**src/rtl/timer_base_gen_pkg.sv**
```systemverilog
// rtl/timer_base_gen_pkg.sv - shared addresses, CTL field positions and encodings for timer_base_gen
package timer_base_gen_pkg;

    localparam logic [15:0] CTL_ADDR_DEF = 16'h0340;
    localparam logic [15:0] R_ADDR_DEF   = 16'h0350;
    localparam logic [15:0] EX0_ADDR_DEF = 16'h0360;

    localparam int CTL_TAIFG      = 0;
    localparam int CTL_TAIE       = 1;
    localparam int CTL_TACLR      = 2;
    localparam int CTL_MC_LSB     = 4;
    localparam int CTL_ID_LSB     = 6;
    localparam int CTL_TASSEL_LSB = 8;
    localparam int CTL_CNTL_LSB   = 11;

    typedef enum logic [1:0] {MC_STOP, MC_UP, MC_CONT, MC_UPDOWN} mc_e;
    typedef enum logic [1:0] {SRC_TACLK, SRC_ACLK, SRC_SMCLK, SRC_INCLK} tassel_e;
    typedef enum logic [1:0] {CNTL_16, CNTL_12, CNTL_10, CNTL_8} cntl_e;

    // All-ones mask of the effective counter length, capped by the physical width.
    function automatic logic [15:0] len_mask(input cntl_e cntl, input int cnt_width);
        int len;
        case (cntl)
            CNTL_12: len = 12;
            CNTL_10: len = 10;
            CNTL_8:  len = 8;
            default: len = 16;
        endcase
        if (cnt_width < len) len = cnt_width;
        return 16'hFFFF >> (16 - len);
    endfunction

endpackage

```
**src/rtl/timer_clk_select_div.sv**
```systemverilog
// rtl/timer_clk_select_div.sv - source synchronisers, edge detect, source mux and ID/IDEX divider
module timer_clk_select_div
    import timer_base_gen_pkg::*;
#(
    parameter bit SMCLK_EQ_MCLK = 1'b1
) (
    input  logic       mclk,
    input  logic       reset,
    input  logic       taclk,
    input  logic       aclk,
    input  logic       smclk,
    input  logic       inclk,
    input  tassel_e    tassel,
    input  logic [1:0] id,
    input  logic [2:0] idex,
    input  logic       run,
    input  logic       clr,
    output logic       tick
);

    logic [3:0] src_lvl, sync1, sync2, prev, raw_edge, pulse_q;
    logic [6:0] div_cnt, div_last;
    logic       src_pulse, div_hit;

    // Bit order matches the TASSEL encoding.
    assign src_lvl = {inclk, smclk, aclk, taclk};

    always_comb begin
        raw_edge = sync2 & ~prev;
        if (SMCLK_EQ_MCLK) raw_edge[2] = 1'b1;
    end

    always_ff @(posedge mclk) begin
        if (reset) begin
            sync1   <= '0;
            sync2   <= '0;
            prev    <= '0;
            pulse_q <= '0;
        end else begin
            sync1   <= src_lvl;
            sync2   <= sync1;
            prev    <= sync2;
            pulse_q <= raw_edge;
        end
    end

    assign src_pulse = pulse_q[tassel];
    assign div_last  = (({4'b0000, idex} + 7'd1) << id) - 7'd1;
    // >= keeps the divider sane if ID/IDEX shrink while the count is high.
    assign div_hit   = (div_cnt >= div_last);
    assign tick      = src_pulse & run & div_hit & ~clr;

    always_ff @(posedge mclk) begin
        if (reset || clr) begin
            div_cnt <= '0;
        end else if (run && src_pulse) begin
            div_cnt <= div_hit ? 7'd0 : div_cnt + 7'd1;
        end
    end

endmodule

```
**src/rtl/timer_base_gen.sv**
```systemverilog
// rtl/timer_base_gen.sv - parametrised timer base counter with CTL/R/EX0 registers and TAIFG handling
module timer_base_gen
    import timer_base_gen_pkg::*;
#(
    parameter int          CNT_WIDTH     = 16,
    parameter logic [15:0] CTL_ADDR      = CTL_ADDR_DEF,
    parameter logic [15:0] R_ADDR        = R_ADDR_DEF,
    parameter logic [15:0] EX0_ADDR      = EX0_ADDR_DEF,
    parameter bit          SMCLK_EQ_MCLK = 1'b1
) (
    input  logic        MCLK,
    input  logic        reset,
    input  logic        TACLK,
    input  logic        ACLK,
    input  logic        SMCLK,
    input  logic        INCLK,
    input  logic [15:0] MAB,
    input  logic [15:0] MDBwrite,
    input  logic        MW,
    input  logic        BW,
    input  logic        EQU0,
    input  logic        TAIFGclr,
    output logic        TimerTick,
    output logic [15:0] TAxRcurrent,
    output logic        TAxRdown,
    output logic        wTAIFG,
    output logic        wTAIE,
    output logic [15:0] MDBread
);

    localparam logic [CNT_WIDTH-1:0] CNT_ONE = CNT_WIDTH'(1);

    cntl_e                cntl;
    tassel_e              tassel;
    mc_e                  mc;
    logic [1:0]           id;
    logic [2:0]           idex;
    logic                 taie, taifg, dir_down;
    logic [CNT_WIDTH-1:0] tar;

    logic                 wr_ok, ctl_wr, r_wr, ex0_wr, div_clr, tick;
    logic [15:0]          wdata, cur_mask16, next_mask16, tar_ext;
    mc_e                  wr_mc;
    cntl_e                wr_cntl;
    logic [CNT_WIDTH-1:0] cnt_max, next_max, tar_n;
    logic                 dir_n, set_ifg, taifg_n;

    // Odd-address byte writes are dropped; even byte writes zero the high byte.
    assign wr_ok   = MW & ~(BW & MAB[0]);
    assign wdata   = BW ? {8'h00, MDBwrite[7:0]} : MDBwrite;
    assign ctl_wr  = wr_ok & (MAB[15:1] == CTL_ADDR[15:1]);
    assign r_wr    = wr_ok & (MAB[15:1] == R_ADDR[15:1]);
    assign ex0_wr  = wr_ok & (MAB[15:1] == EX0_ADDR[15:1]);
    assign wr_mc   = mc_e'(wdata[CTL_MC_LSB +: 2]);
    assign wr_cntl = cntl_e'(wdata[CTL_CNTL_LSB +: 2]);
    assign div_clr = (ctl_wr & wdata[CTL_TACLR]) | ex0_wr;

    timer_clk_select_div #(
        .SMCLK_EQ_MCLK(SMCLK_EQ_MCLK)
    ) u_clk_div (
        .mclk   (MCLK),
        .reset  (reset),
        .taclk  (TACLK),
        .aclk   (ACLK),
        .smclk  (SMCLK),
        .inclk  (INCLK),
        .tassel (tassel),
        .id     (id),
        .idex   (idex),
        .run    (mc != MC_STOP),
        .clr    (div_clr),
        .tick   (tick)
    );

    assign cur_mask16  = len_mask(cntl, CNT_WIDTH);
    assign next_mask16 = len_mask(ctl_wr ? wr_cntl : cntl, CNT_WIDTH);
    assign cnt_max     = cur_mask16[CNT_WIDTH-1:0];
    assign next_max    = next_mask16[CNT_WIDTH-1:0];

    always_comb begin
        tar_n   = tar;
        dir_n   = dir_down;
        set_ifg = 1'b0;
        if (tick) begin
            case (mc)
                MC_UP: begin
                    if (EQU0 || tar == cnt_max) begin
                        tar_n   = '0;
                        set_ifg = 1'b1;
                    end else begin
                        tar_n = tar + CNT_ONE;
                    end
                end
                MC_CONT: begin
                    if (tar == cnt_max) begin
                        tar_n   = '0;
                        set_ifg = 1'b1;
                    end else begin
                        tar_n = tar + CNT_ONE;
                    end
                end
                MC_UPDOWN: begin
                    if (dir_down) begin
                        if (tar <= CNT_ONE) begin
                            tar_n   = '0;
                            dir_n   = 1'b0;
                            set_ifg = (tar == CNT_ONE);
                        end else begin
                            tar_n = tar - CNT_ONE;
                        end
                    end else if (EQU0) begin
                        if (tar != '0) begin
                            tar_n = tar - CNT_ONE;
                            dir_n = 1'b1;
                        end
                    end else if (tar == cnt_max) begin
                        tar_n = '0;
                    end else begin
                        tar_n = tar + CNT_ONE;
                    end
                end
                default: ;
            endcase
        end
        if (r_wr) tar_n = wdata[CNT_WIDTH-1:0];
        if (ctl_wr) begin
            if (wdata[CTL_TACLR]) begin
                tar_n = '0;
                dir_n = 1'b0;
            end
            if (wr_mc != mc) dir_n = 1'b0;
        end
    end

    // Hardware set beats the IV clear, which beats a software write.
    always_comb begin
        taifg_n = taifg;
        if (ctl_wr)   taifg_n = wdata[CTL_TAIFG];
        if (TAIFGclr) taifg_n = 1'b0;
        if (set_ifg)  taifg_n = 1'b1;
    end

    always_ff @(posedge MCLK) begin
        if (reset) begin
            cntl     <= CNTL_16;
            tassel   <= SRC_TACLK;
            id       <= '0;
            mc       <= MC_STOP;
            taie     <= 1'b0;
            taifg    <= 1'b0;
            idex     <= '0;
            tar      <= '0;
            dir_down <= 1'b0;
        end else begin
            if (ctl_wr) begin
                cntl   <= wr_cntl;
                tassel <= tassel_e'(wdata[CTL_TASSEL_LSB +: 2]);
                id     <= wdata[CTL_ID_LSB +: 2];
                mc     <= wr_mc;
                taie   <= wdata[CTL_TAIE];
            end
            if (ex0_wr) idex <= wdata[2:0];
            tar      <= tar_n & next_max;
            dir_down <= dir_n;
            taifg    <= taifg_n;
        end
    end

    always_comb begin
        tar_ext                = '0;
        tar_ext[CNT_WIDTH-1:0] = tar;
    end

    always_comb begin
        MDBread = '0;
        if (MAB[15:1] == CTL_ADDR[15:1])
            MDBread = {3'b000, cntl, 1'b0, tassel, id, mc, 2'b00, taie, taifg};
        else if (MAB[15:1] == R_ADDR[15:1])
            MDBread = tar_ext;
        else if (MAB[15:1] == EX0_ADDR[15:1])
            MDBread = {13'd0, idex};
    end

    assign TimerTick   = tick;
    assign TAxRcurrent = tar_ext;
    assign TAxRdown    = dir_down;
    assign wTAIFG      = taifg;
    assign wTAIE       = taie;

endmodule

```
**config.mk**
```make
export PLATFORM = sky130hd
export DESIGN_NAME = timer_base_gen
export DESIGN_NICKNAME = d
export VERILOG_FILES = /design/src/rtl/timer_base_gen_pkg.sv /design/src/rtl/timer_clk_select_div.sv /design/src/rtl/timer_base_gen.sv
export SDC_FILE = /design/constraint.sdc
export NUM_CORES = 1
export LEC_CHECK = 0
export CORE_ASPECT_RATIO = 1.75
export CORE_UTILIZATION = 35
export DETAILED_ROUTE_END_ITERATION = 12
export PLACE_DENSITY = 0.72
export SYNTH_ARGS = -nofsm -noshare
export SYNTH_HDL_FRONTEND = slang
export SYNTH_SLANG_ARGS = --single-unit
```
**constraint.sdc**
```tcl
create_clock -name MCLK -period 4.8 [get_ports MCLK]
set_clock_uncertainty 0.2 [all_clocks]
set_input_delay 1.2 -clock MCLK [delete_from_list [all_inputs] [get_ports MCLK]]
set_output_delay 1.2 -clock MCLK [all_outputs]
set_load 0.03 [all_outputs]
```
## Word level (Yosys, flattened, before mapping)

Cells that the tools add are included.
Widths: inputs -> output; s select.

- Add/subtract/negate cells: 7
- Multipliers: 0
- Divide/modulo/power cells: 0
- Order comparisons: 5
- Equality and inequality tests: 15
- Shifts and indexed selects: 3
- Mux-type cells: 42
- Bitwise gates (word level): 15
- Reduce and logical (&&, ||, !) cells: 6

Operators with widths:

| kind | count |
|---|---|
| $mux 16 | 13 |
| $lt 6x32->1 const A | 2 |
| $mux 32 | 2 |
| $shr 16x32->16 const A | 2 |
| $sub 6x32->32 const A | 2 |
| $pmux 16 s3 | 1 |
| $eq 15x9->1 const B | 3 |
| $pmux 5 s3 | 2 |
| $mux 1 | 18 |
| $add 16x1->16 const B | 1 |
| $and 16x16->16 | 1 |
| $eq 16x1->1 const B | 1 |
| $eq 16x16->1 | 1 |
| $le 16x1->1 const B | 1 |
| $reduce_bool 16->1 | 1 |
| $sub 16x1->16 const B | 1 |
| $eq 2x2->1 const B | 6 |
| $and 1x1->1 | 9 |
| $add 7x1->7 const B | 1 |
| $ge 7x7->1 | 1 |
| $mux 7 | 1 |
| $shl 7x2->7 | 1 |
| $sub 7x1->7 const B | 1 |
| $eq 2x1->1 const B | 3 |
| 15 further kinds | 18 |

- Flip-flop bits (word level): 53
- Latch bits: 0
- Bits in writable memories: 0
- Bits in read-only memories: 0
- Input bits: 42
- Output and inout port bits: 36
- Word-level logic and storage cells: 108
- Memories: 0

## Longest topological paths before layout

Gate-level depths: netlist of the first run.

- Depth after elaboration: 16
- Mapped depth: 20
- Mapped depth without buffers: 18

## Cells and area by module

Synthesis of the first run repeated with hierarchy kept, for this count alone.

- Cell total of the unflattened synthesis: 581
- Area, all modules: 4341.7 um2

By module, submodules not included:

| module | times used | cells an instance | area each (um2) | seq. area each (um2) |
|---|---|---|---|---|
| timer_base_gen | 1 | 438 | 3159.3 | 600.6 |
| timer_clk_select_div | 1 | 143 | 1182.4 | 400.4 |

## Worst setup path before layout of the first run

OpenSTA, ideal clock, no wires.

- Path type: register to output
- Start point: register idex[1]
- End point: output TimerTick
- Data arrival time: 3.335 ns
- Required time: 3.400 ns
- Slack: 0.065 ns
- Cell stages (with the launch flop): 17
- Buffers on the path: 2
- Path through: dfxtp_1 -> ha_1 -> clkbuf_1 -> nand2b_1 -> a21o_1 -> ha_1 -> a21bo_2 -> xnor2_1 -> a211o_1 -> a21oi_1 -> ha_1 -> a21o_1 -> a211o_1 -> a41o_1 -> nand3_1 -> inv_1 -> buf_2

- Longest elaborated chain between the ends: 6

RTL lines:

| item | RTL line | text |
|---|---|---|
| start: declaration | timer_base_gen.sv:37 | `logic [2:0] idex;` |
| start signal: assignment | timer_base_gen.sv:162 | `if (ex0_wr) idex <= wdata[2:0];` |
| $add 3x1->4 | timer_clk_select_div.sv:48 | `assign div_last = (({4'b0000, idex} + 7'd1) << id) - 7'd1;` |
| $shl 7x2->7 | timer_clk_select_div.sv:48 |  |
| $sub 7x1->7 | timer_clk_select_div.sv:48 |  |
| $ge 7x7->1 | timer_clk_select_div.sv:50 | `assign div_hit = (div_cnt >= div_last);` |
| $and 1x1->1 (2 in a row) | timer_clk_select_div.sv:51 | `assign tick = src_pulse & run & div_hit & ~clr;` |
| end: declaration | timer_base_gen.sv:23 | `output logic TimerTick,` |

No other way between the ends.

## Worst setup path in the final report of the first run

- Start point: register idex[0]
- End point: output TimerTick

The elaborated chain is that of the path after synthesis.

==> summary.md, run 1 <==
| Metric | Value |
|---|---|
| HPWL after DPL | `10.38 mm` |
| RSZ-0062 raised after global routing | `yes` |
| Critical path launch point type | `register` |
| Element type at the critical path end | `primary output` |
| Vias | `4244` |
| Pwr dens | `170.6 nW/um^2` |
| # nets final | `648` |
| Starting density of the core | `36.37%` |
| Share of layout cells above drive strength 1 | `14.33%` |
| Delay-heaviest family, CP | `compound AO/OA/AOI/OAI gates` |
| Status | `finished clean` |
| Worst slew pin tran | `0.7538 ns` |
| Placed cells | `712` |
| Kind of critical path | `reg2out` |
| Fraction of registers with async set/reset | `0%` |
| # rows | `50` |
| Avg Synthesized Cell Area | `7.585 um^2` |
| Tightest hold margin | `0.1892 ns` |
| Max-cap viol count | `0` |
| Sequential cell area fraction in the yosys report | `25.58%` |
| Post-route DRC | `0` |
| Worst path bufs/invs | `3` |
| Worst path most repeated cell | `a211o_1` |
| Drt pass-1 iters | `6` |
| Chip height | `141.9 um` |
| Num Clock Sinks | `50` |
| Mean routed wirelength per cell | `18.28 um` |
| YS warnings | `0` |
| Iter 0 DRT Violations | `281` |
| Max FO, Critical Path | `8` |
| H-tree levels | `2` |
| Antenna cells | `0` |
| Leakage power | `1.860 nW` |
| Max_slew headroom | `49.41%` |
| GP Congestion | `0.9695` |
| Final WL | `13.22 mm` |
| # hold bufs at CTS | `0` |
| Fin area | `5057 um^2` |
| Post-synth cell types | `66` |
| Arr. time, crit path | `3.28 ns` |
| Post-route antenna net violation count | `0` |
| Vias per cell | `5.870` |
| Clk_lat worst skew | `0.30 ns` |
| Top FF cell, synth | `dfxtp_1` |
| Number of flops mapped to enable cells by yosys | `0` |
| Slowest stage delay, CP | `0.36 ns` |
| Root buf cell | `clkbuf_16` |
| Worst VDD drop | `0.0001409 V` |
| Initial antenna violation count | `0` |
| FMAX | `213.5 MHz` |
| CP max stage cell | `dfxtp_4` |
| Global-route wire length before repair | `20.66 mm` |
| # setup viols final | `0` |
| Clock buffer count from CTS | `5` |
| Core Area | `10760 um^2` |
| Clock Pin Slew Worst Setup and Hold Paths | `0.07 ns` |
| Overall die width | `81.94 um` |
| DIE AREA | `11630 um^2` |
| Final std cells w/o fill | `723` |
| GRT Residual Overflow | `0` |
| Number of synthesized register bits | `50` |
| Slew Viols, Final | `0` |
| Required @ worst endpoint | `3.40 ns` |
| CP Cell Sequence | `ha_4, buf_4, nand2_1, nand3b_1, a21bo_4, nor2_2, nor3_1, a211o_1, a21oi_2, ha_1, a21o_1, a211o_1, a41o_1, nand3_2, inv_2, buf_6` |
| Crit share post-route | `97.59%` |
| Worst Hold Class | `reg2reg` |
| Pin count of the biggest net entering global routing | `25` |
| Port Buffers | `76` |
| Fin. Hold Viols | `0` |
| Min Tclk post-route | `4.684 ns` |
| Layout fillers | `1068` |
| # IOs | `78` |
| All-Layer GR Usage | `23.48%` |
| Syn Nets | `572` |
| Mapped Cells | `516` |
| Placed Area | `4828 um^2` |
| Clock Tree Buf Depth | `2` |
| Synthesized cell area | `3914 um^2` |
| Vias in the first global route | `4118` |
| CTS tree | `yes` |
| P&R area growth vs syn | `29.22%` |
-- timing repair --
| item | CTS | global route |
|---|---|---|
| pin swaps | 3 | 8 |
| resized for setup | 10 | 11 |
| buffers inserted | 1 | 2 |
| endpoints found under the setup margin | 1 | 1 |
-- synth_stat cells, drive strengths merged, types with 6 or more instances --
cell / instances / share of area, %
nor2: 69 / 6.8
dfxtp: 50 / 26
nand2: 41 / 3.9
nor3: 31 / 4.6
a21oi: 26 / 3.4
nand3: 25 / 3.2
mux2i: 24 / 6.1
clkbuf: 20 / 1.9
o21ai: 19 / 2.4
nor2b: 18 / 2.9
buf: 16 / 2.3
ha: 14 / 4.5
inv: 14 / 1.3
a31oi: 11 / 1.8
xnor2: 10 / 2.2
xor2: 10 / 2.2
nand4: 8 / 1.7
a211oi: 7 / 1.3
and2: 7 / 1.1
or2: 7 / 1.1
or3: 7 / 1.1
a21o: 6 / 1.2
nand2b: 6 / 0.96
o221ai: 6 / 1.3
-- placed cells by master, fill, tap and decap left out, drive strengths merged, types with 3 or more instances in the layout --
cell type      instances
or3                    7
o21ai                 19
clkdlybuf4s50         59
nand4                  8
xor2                  10
a211oi                 7
o221ai                 6
o211ai                 3
and2                   7
nand3b                 5
inv                   15
nor2                  69
nand3                 25
nor4b                  5
ha                    14
and3                   5
buf                   46
a21oi                 26
a21o                   6
o21a                   5
clkbuf                 5
mux2i                 24
nand2                 41
nor3                  31
xnor2                 10
dfxtp                 50
or2                    7
nor4                   4
nor2b                 18
a22oi                  3
nand2b                 6
a31oi                 11
a221oi                 3
-- worst register-to-register path, delay by kind of cell, from the launching register on --
family | cells | cell delay [ns]
compound gates | 8 | 1.81
flops | 1 | 0.36
buf+inv | 2 | 0.38
simple gates | 6 | 0.58
fa+ha+maj | 2 | 0.51
-- sequential cells by signal, summed over array words and instances (netlist names), 2 cells and up --
| name | count |
|---|---|
| TAxRcurrent | 16 |
| cntl | 2 |
| id | 2 |
| idex | 3 |
| mc | 2 |
| tassel | 2 |
| u_clk_div.div_cnt | 7 |
| u_clk_div.prev | 3 |
| u_clk_div.pulse_q | 4 |
| u_clk_div.sync1 | 3 |
| u_clk_div.sync2 | 3 |
-- layout make-up --
cell class	instances	area, um^2	share of cell area, %
multi-input cells	416	2739	54.16
flip-flops and latches	50	1006	19.89
repair buffers	105	947.2	18.73
well taps	130	162.7	3.216
clock buffers	5	125.1	2.474
inverters	14	52.55	1.039
clock inverters	3	25.02	0.4948
-- report_power, final --
group / total, mW / leakage (nW) / switching, mW / internal, mW
Sequential: 0.419 / 0.406 / 0.000819 / 0.418
Clock: 0.367 / 0.0704 / 0.171 / 0.196
Combinational: 0.0774 / 1.38 / 0.0352 / 0.0422
-- kinds of logic (layout without fill, tap and decap cells) --
| group | count (synthesis) | count (layout) | share of synthesized area, % |
|---|---|---|---|
| buf+inv | 50 | 127 | 5.530 |
| fa+ha+maj | 14 | 14 | 4.476 |
| xor+xnor | 20 | 20 | 4.475 |
| simple gates | 247 | 247 | 33.82 |
| compound gates | 109 | 109 | 19.12 |
| mux | 26 | 26 | 7.001 |
| flops | 50 | 50 | 25.58 |
-- path summary, 6_finish.rpt --
| kind | startpoint | end | slack [ns] | cells after the start |
|---|---|---|---|---|
| worst max-delay path | idex[0]$_SDFFE_PP0P_ | TimerTick | 0.12 | 16 |
| worst min-delay path | u_clk_div.prev[1]$_SDFF_PP0_ | u_clk_div.pulse_q[1]$_SDFF_PP0_ | 0.19 | 1 |
| worst max register to register | idex[0]$_SDFFE_PP0P_ | TAxRcurrent[9]$_SDFF_PP0_ | 0.89 | 18 |
| worst min register to register | u_clk_div.prev[1]$_SDFF_PP0_ | u_clk_div.pulse_q[1]$_SDFF_PP0_ | 0.19 | 1 |
-- metal layers --
layer,track usage (%),part of all wire (%),vias to the layer above
met1,24.30,35,1988
li1,-,-,2013
met5,0,0,-
met4,14.77,5.9,0
met3,2.315,4.5,58
met2,43.15,54,185
-- stage by stage --
step | TNS (ns) | utilization [%] | total power [mW] | worst slack, ns
finish | 0 | 47.00 | 0.8630 | 0.1159
global route | -0.04578 | 47.00 | 0.8864 | -0.04578
global placement | -0.2188 | 44.87 | 0.5039 | -0.2188
detailed placement | -0.2140 | 44.87 | 0.5056 | -0.2140
floorplan | 0 | - | 0.4539 | 0.06475
CTS | 0 | 46.49 | 0.8668 | 0.009372
No activity file was read; power rests on OpenSTA's default activity.
==> inputs of run 2 (changes only) <==
- TNS_END_PERCENT: default -> 1
==> results of run 2 <==
Same layout as run 1: the final DEF is identical, and so are final timing and power.
==> inputs of run 3 (changes only) <==
--- a/config.mk
+++ b/config.mk
@@ -7,2 +7,3 @@
 export LEC_CHECK = 0
+export ABC_CLOCK_PERIOD_IN_PS = 4800
 export CORE_ASPECT_RATIO = 1.75
@@ -11,2 +12,3 @@
 export PLACE_DENSITY = 0.72
+export SETUP_SLACK_MARGIN = 0.5
 export SYNTH_ARGS = -nofsm -noshare
--- a/constraint.sdc
+++ b/constraint.sdc
@@ -4,2 +4,2 @@
 set_output_delay 1.2 -clock MCLK [all_outputs]
-set_load 0.03 [all_outputs]
+set_load 0.05 [all_outputs]
==> run 3 against run 2 <==
Net effect:
- non-clock buffer count is 11 lower
- count of clock-buffer cells in the layout unchanged
- critical path type unchanged
- highest routed layer unchanged
- final cell count is 1.5% lower
- hold slack worse by 0.0057 ns
- critical path depth fell by 1
- global-route usage grew 0.25 points
- combinational power shrank 4.4%
==> summary.md, run 3 (same netlist as run 1, synthesis figures left out) <==
| Metric | Value |
|---|---|
| Status | `finished clean (unchanged)` |
| # IOs | `78 (unchanged)` |
| Max-cap viol count | `0 (unchanged)` |
| Pwr dens | `172.3 nW/um^2 (was 170.6 nW/um^2)` |
| CP endpoint | `TimerTick (unchanged)` |
| Worst slew pin tran | `0.7812 ns (was 0.7538 ns)` |
| Max reg flops | `16 (unchanged)` |
| Chip height | `141.9 um (unchanged)` |
| Clock Tree Buf Depth | `2 (unchanged)` |
| Clock buffer count from CTS | `5 (unchanged)` |
| GP Congestion | `0.9561 (was 0.9695)` |
| Overall die width | `81.94 um (unchanged)` |
| Antenna cells | `0 (unchanged)` |
| Worst Hold Class | `reg2reg (unchanged)` |
| Core Area | `10760 um^2 (unchanged)` |
| CTS tree | `yes (unchanged)` |
| Iter 0 DRT Violations | `264 (was 281)` |
| Pin count of the biggest net entering global routing | `18 (was 25)` |
| Area of the multi-input gates | `2825 um^2 (was 2739 um^2)` |
| Fin. Hold Viols | `0 (unchanged)` |
| Max FO, Critical Path | `6 (was 8)` |
| # hold bufs at CTS | `0 (unchanged)` |
| Setup tns final | `0 ns (unchanged)` |
| Most frequent cells in the layout | `nor2_1 (60), clkdlybuf4s50_1 (51), dfxtp_1 (47) (was nor2_1 (66), clkdlybuf4s50_1 (59), dfxtp_1 (48))` |
| P&R area growth vs syn | `35.55% (was 29.22%)` |
| Layout fillers | `1034 (was 1068)` |
| Max_slew headroom | `47.57% (was 49.41%)` |
| Element type at the critical path end | `primary output (unchanged)` |
| Global-route wire length before repair | `21.00 mm (was 20.66 mm)` |
| Commonest non-fill, non-tap cell in the layout | `nor2_1 (unchanged)` |
| Min Tclk post-route | `4.732 ns (was 4.684 ns)` |
| # setup viols final | `0 (unchanged)` |
| Tightest hold margin | `0.1835 ns (was 0.1892 ns)` |
| Vias per cell | `5.885 (was 5.870)` |
| Final WL | `13.41 mm (was 13.22 mm)` |
| FF-to-FF Start | `idex[1]$_SDFFE_PP0P_ (was idex[0]$_SDFFE_PP0P_)` |
| Clock Pin Slew Worst Setup and Hold Paths | `0.07 ns (about the same)` |
| Arr. time, crit path | `3.33 ns (was 3.28 ns)` |
| Worst VDD drop | `0.0001853 V (was 0.0001409 V)` |
| Reg2reg end | `TAxRcurrent[7]$_SDFF_PP0_ (was TAxRcurrent[9]$_SDFF_PP0_)` |
| Port Buffers | `76 (unchanged)` |
| RSZ-0062 raised after global routing | `yes (unchanged)` |
| H-tree levels | `2 (unchanged)` |
| Starting density of the core | `36.37% (unchanged)` |
| Vias in the first global route | `4181 (was 4118)` |
| Total power | `0.9143 mW (was 0.8630 mW)` |
| Post-route DRC | `0 (unchanged)` |
| HPWL after DPL | `10.25 mm (was 10.38 mm)` |
| Fin area | `5305 um^2 (was 5057 um^2)` |
| Crit share post-route | `98.58% (was 97.59%)` |
| DIE AREA | `11630 um^2 (unchanged)` |
| Mean routed wirelength per cell | `18.84 um (was 18.28 um)` |
| Clk_lat worst skew | `0.30 ns (about the same)` |
| Seq. cell area | `1007 um^2 (was 1006 um^2)` |
| Initial antenna violation count | `0 (unchanged)` |
| Critical path launch point type | `register (unchanged)` |
| Kind of critical path | `reg2out (unchanged)` |
| Worst setup path start | `idex[1]$_SDFFE_PP0P_ (was idex[0]$_SDFFE_PP0P_)` |
| R2R setup slack | `0.66 ns (was 0.89 ns)` |
| Placed Area | `4962 um^2 (was 4828 um^2)` |
| GRT Residual Overflow | `0 (unchanged)` |
| # nets final | `637 (was 648)` |
| All-Layer GR Usage | `23.74% (was 23.48%)` |
| Worst-case reg-to-reg path depth | `19 (was 18)` |
| Leakage power | `1.944 nW (was 1.860 nW)` |
| Slew Viols, Final | `0 (unchanged)` |
| Num Clock Sinks | `50 (unchanged)` |
| Vias | `4190 (was 4244)` |
| Root buf cell | `clkbuf_16 (unchanged)` |
| # rows | `50 (unchanged)` |
| Share of layout cells above drive strength 1 | `14.43% (was 14.33%)` |
| Drt pass-1 iters | `5 (was 6)` |
| FMAX | `211.3 MHz (was 213.5 MHz)` |
| Post-route antenna net violation count | `0 (unchanged)` |
| Required @ worst endpoint | `3.40 ns (about the same)` |
-- run 3: layout make-up --
type	instances	share of cell area, %
Multi-Input combinational cell	416	53.25
Timing Repair Buffer	94	20.38
Sequential cell	50	18.99
Tap cell	130	3.066
Clock buffer	5	2.358
Inverter	14	1.038
Clock inverter	3	0.9198
-- run 3: worst min-delay path by stage --
| stage | from | end | cells after the start |
|---|---|---|---|
| after global routing | u_clk_div.prev[0]$_SDFF_PP0_ | u_clk_div.pulse_q[0]$_SDFF_PP0_ | 1 |
| after detailed placement | u_clk_div.prev[3]$_SDFF_PP0_ | u_clk_div.pulse_q[3]$_SDFF_PP0_ | 1 |
| final | u_clk_div.prev[3]$_SDFF_PP0_ | u_clk_div.pulse_q[3]$_SDFF_PP0_ | 1 |
| after global placement | u_clk_div.prev[3]$_SDFF_PP0_ | u_clk_div.pulse_q[3]$_SDFF_PP0_ | 1 |
| after floorplan | u_clk_div.prev[0]$_SDFF_PP0_ | u_clk_div.pulse_q[0]$_SDFF_PP0_ | 1 |
| after CTS | u_clk_div.prev[3]$_SDFF_PP0_ | u_clk_div.pulse_q[3]$_SDFF_PP0_ | 1 |
-- run 3: metal layers --
layer | vias up | GRT usage [%] | share of wire, % | wire [um]
li1 | 1989 | - | - | -
met3 | 49 | 2.572 | 5.3 | 706
met1 | 1973 | 24.32 | 35 | 4697
met2 | 179 | 44.15 | 55 | 7422
met5 | - | 0 | 0 | 0
met4 | 0 | 14.04 | 4.4 | 585
-- run 3: stage by stage --
| step | cells | utilization [%] | worst slack, ns |
|---|---|---|---|
| CTS | 710 | 48.28 | 0.04248 |
| detailed placement | 698 | 46.12 | 0.1970 |
| global placement | 698 | 46.12 | 0.2481 |
| global route | 712 | 49.30 | -0.03495 |
| finish | 712 | 49.30 | 0.06837 |
| floorplan | 516 | - | 0.4335 |
-- run 3: timing repair --
action / in CTS / in global routing
cloned: 0 / 0
setup endpoints to repair: 9 / 13
setup buffers: 4 / 2
pin swaps: 7 / 11
gates resized for setup: 5 / 29
-- run 3: report_power, final --
part           internal, mW  switching [mW]
logic                0.0401          0.0339
registers             0.418        0.000802
clock network         0.250           0.172
total                 0.708           0.206
-- run 3: critical path: stages, from the launching register on --
cell and delay (ns):
dfxtp_4 0.36, ha_4 0.29, nand2b_4 0.06, a21o_1 0.20, ha_4 0.17, a21bo_4 0.20
nor2_1 0.06, a211o_1 0.29, a21oi_2 0.14, ha_1 0.25, a21o_1 0.16, a211o_1 0.25
a41o_1 0.28, nand3_4 0.11, inv_4 0.04, buf_6 0.14
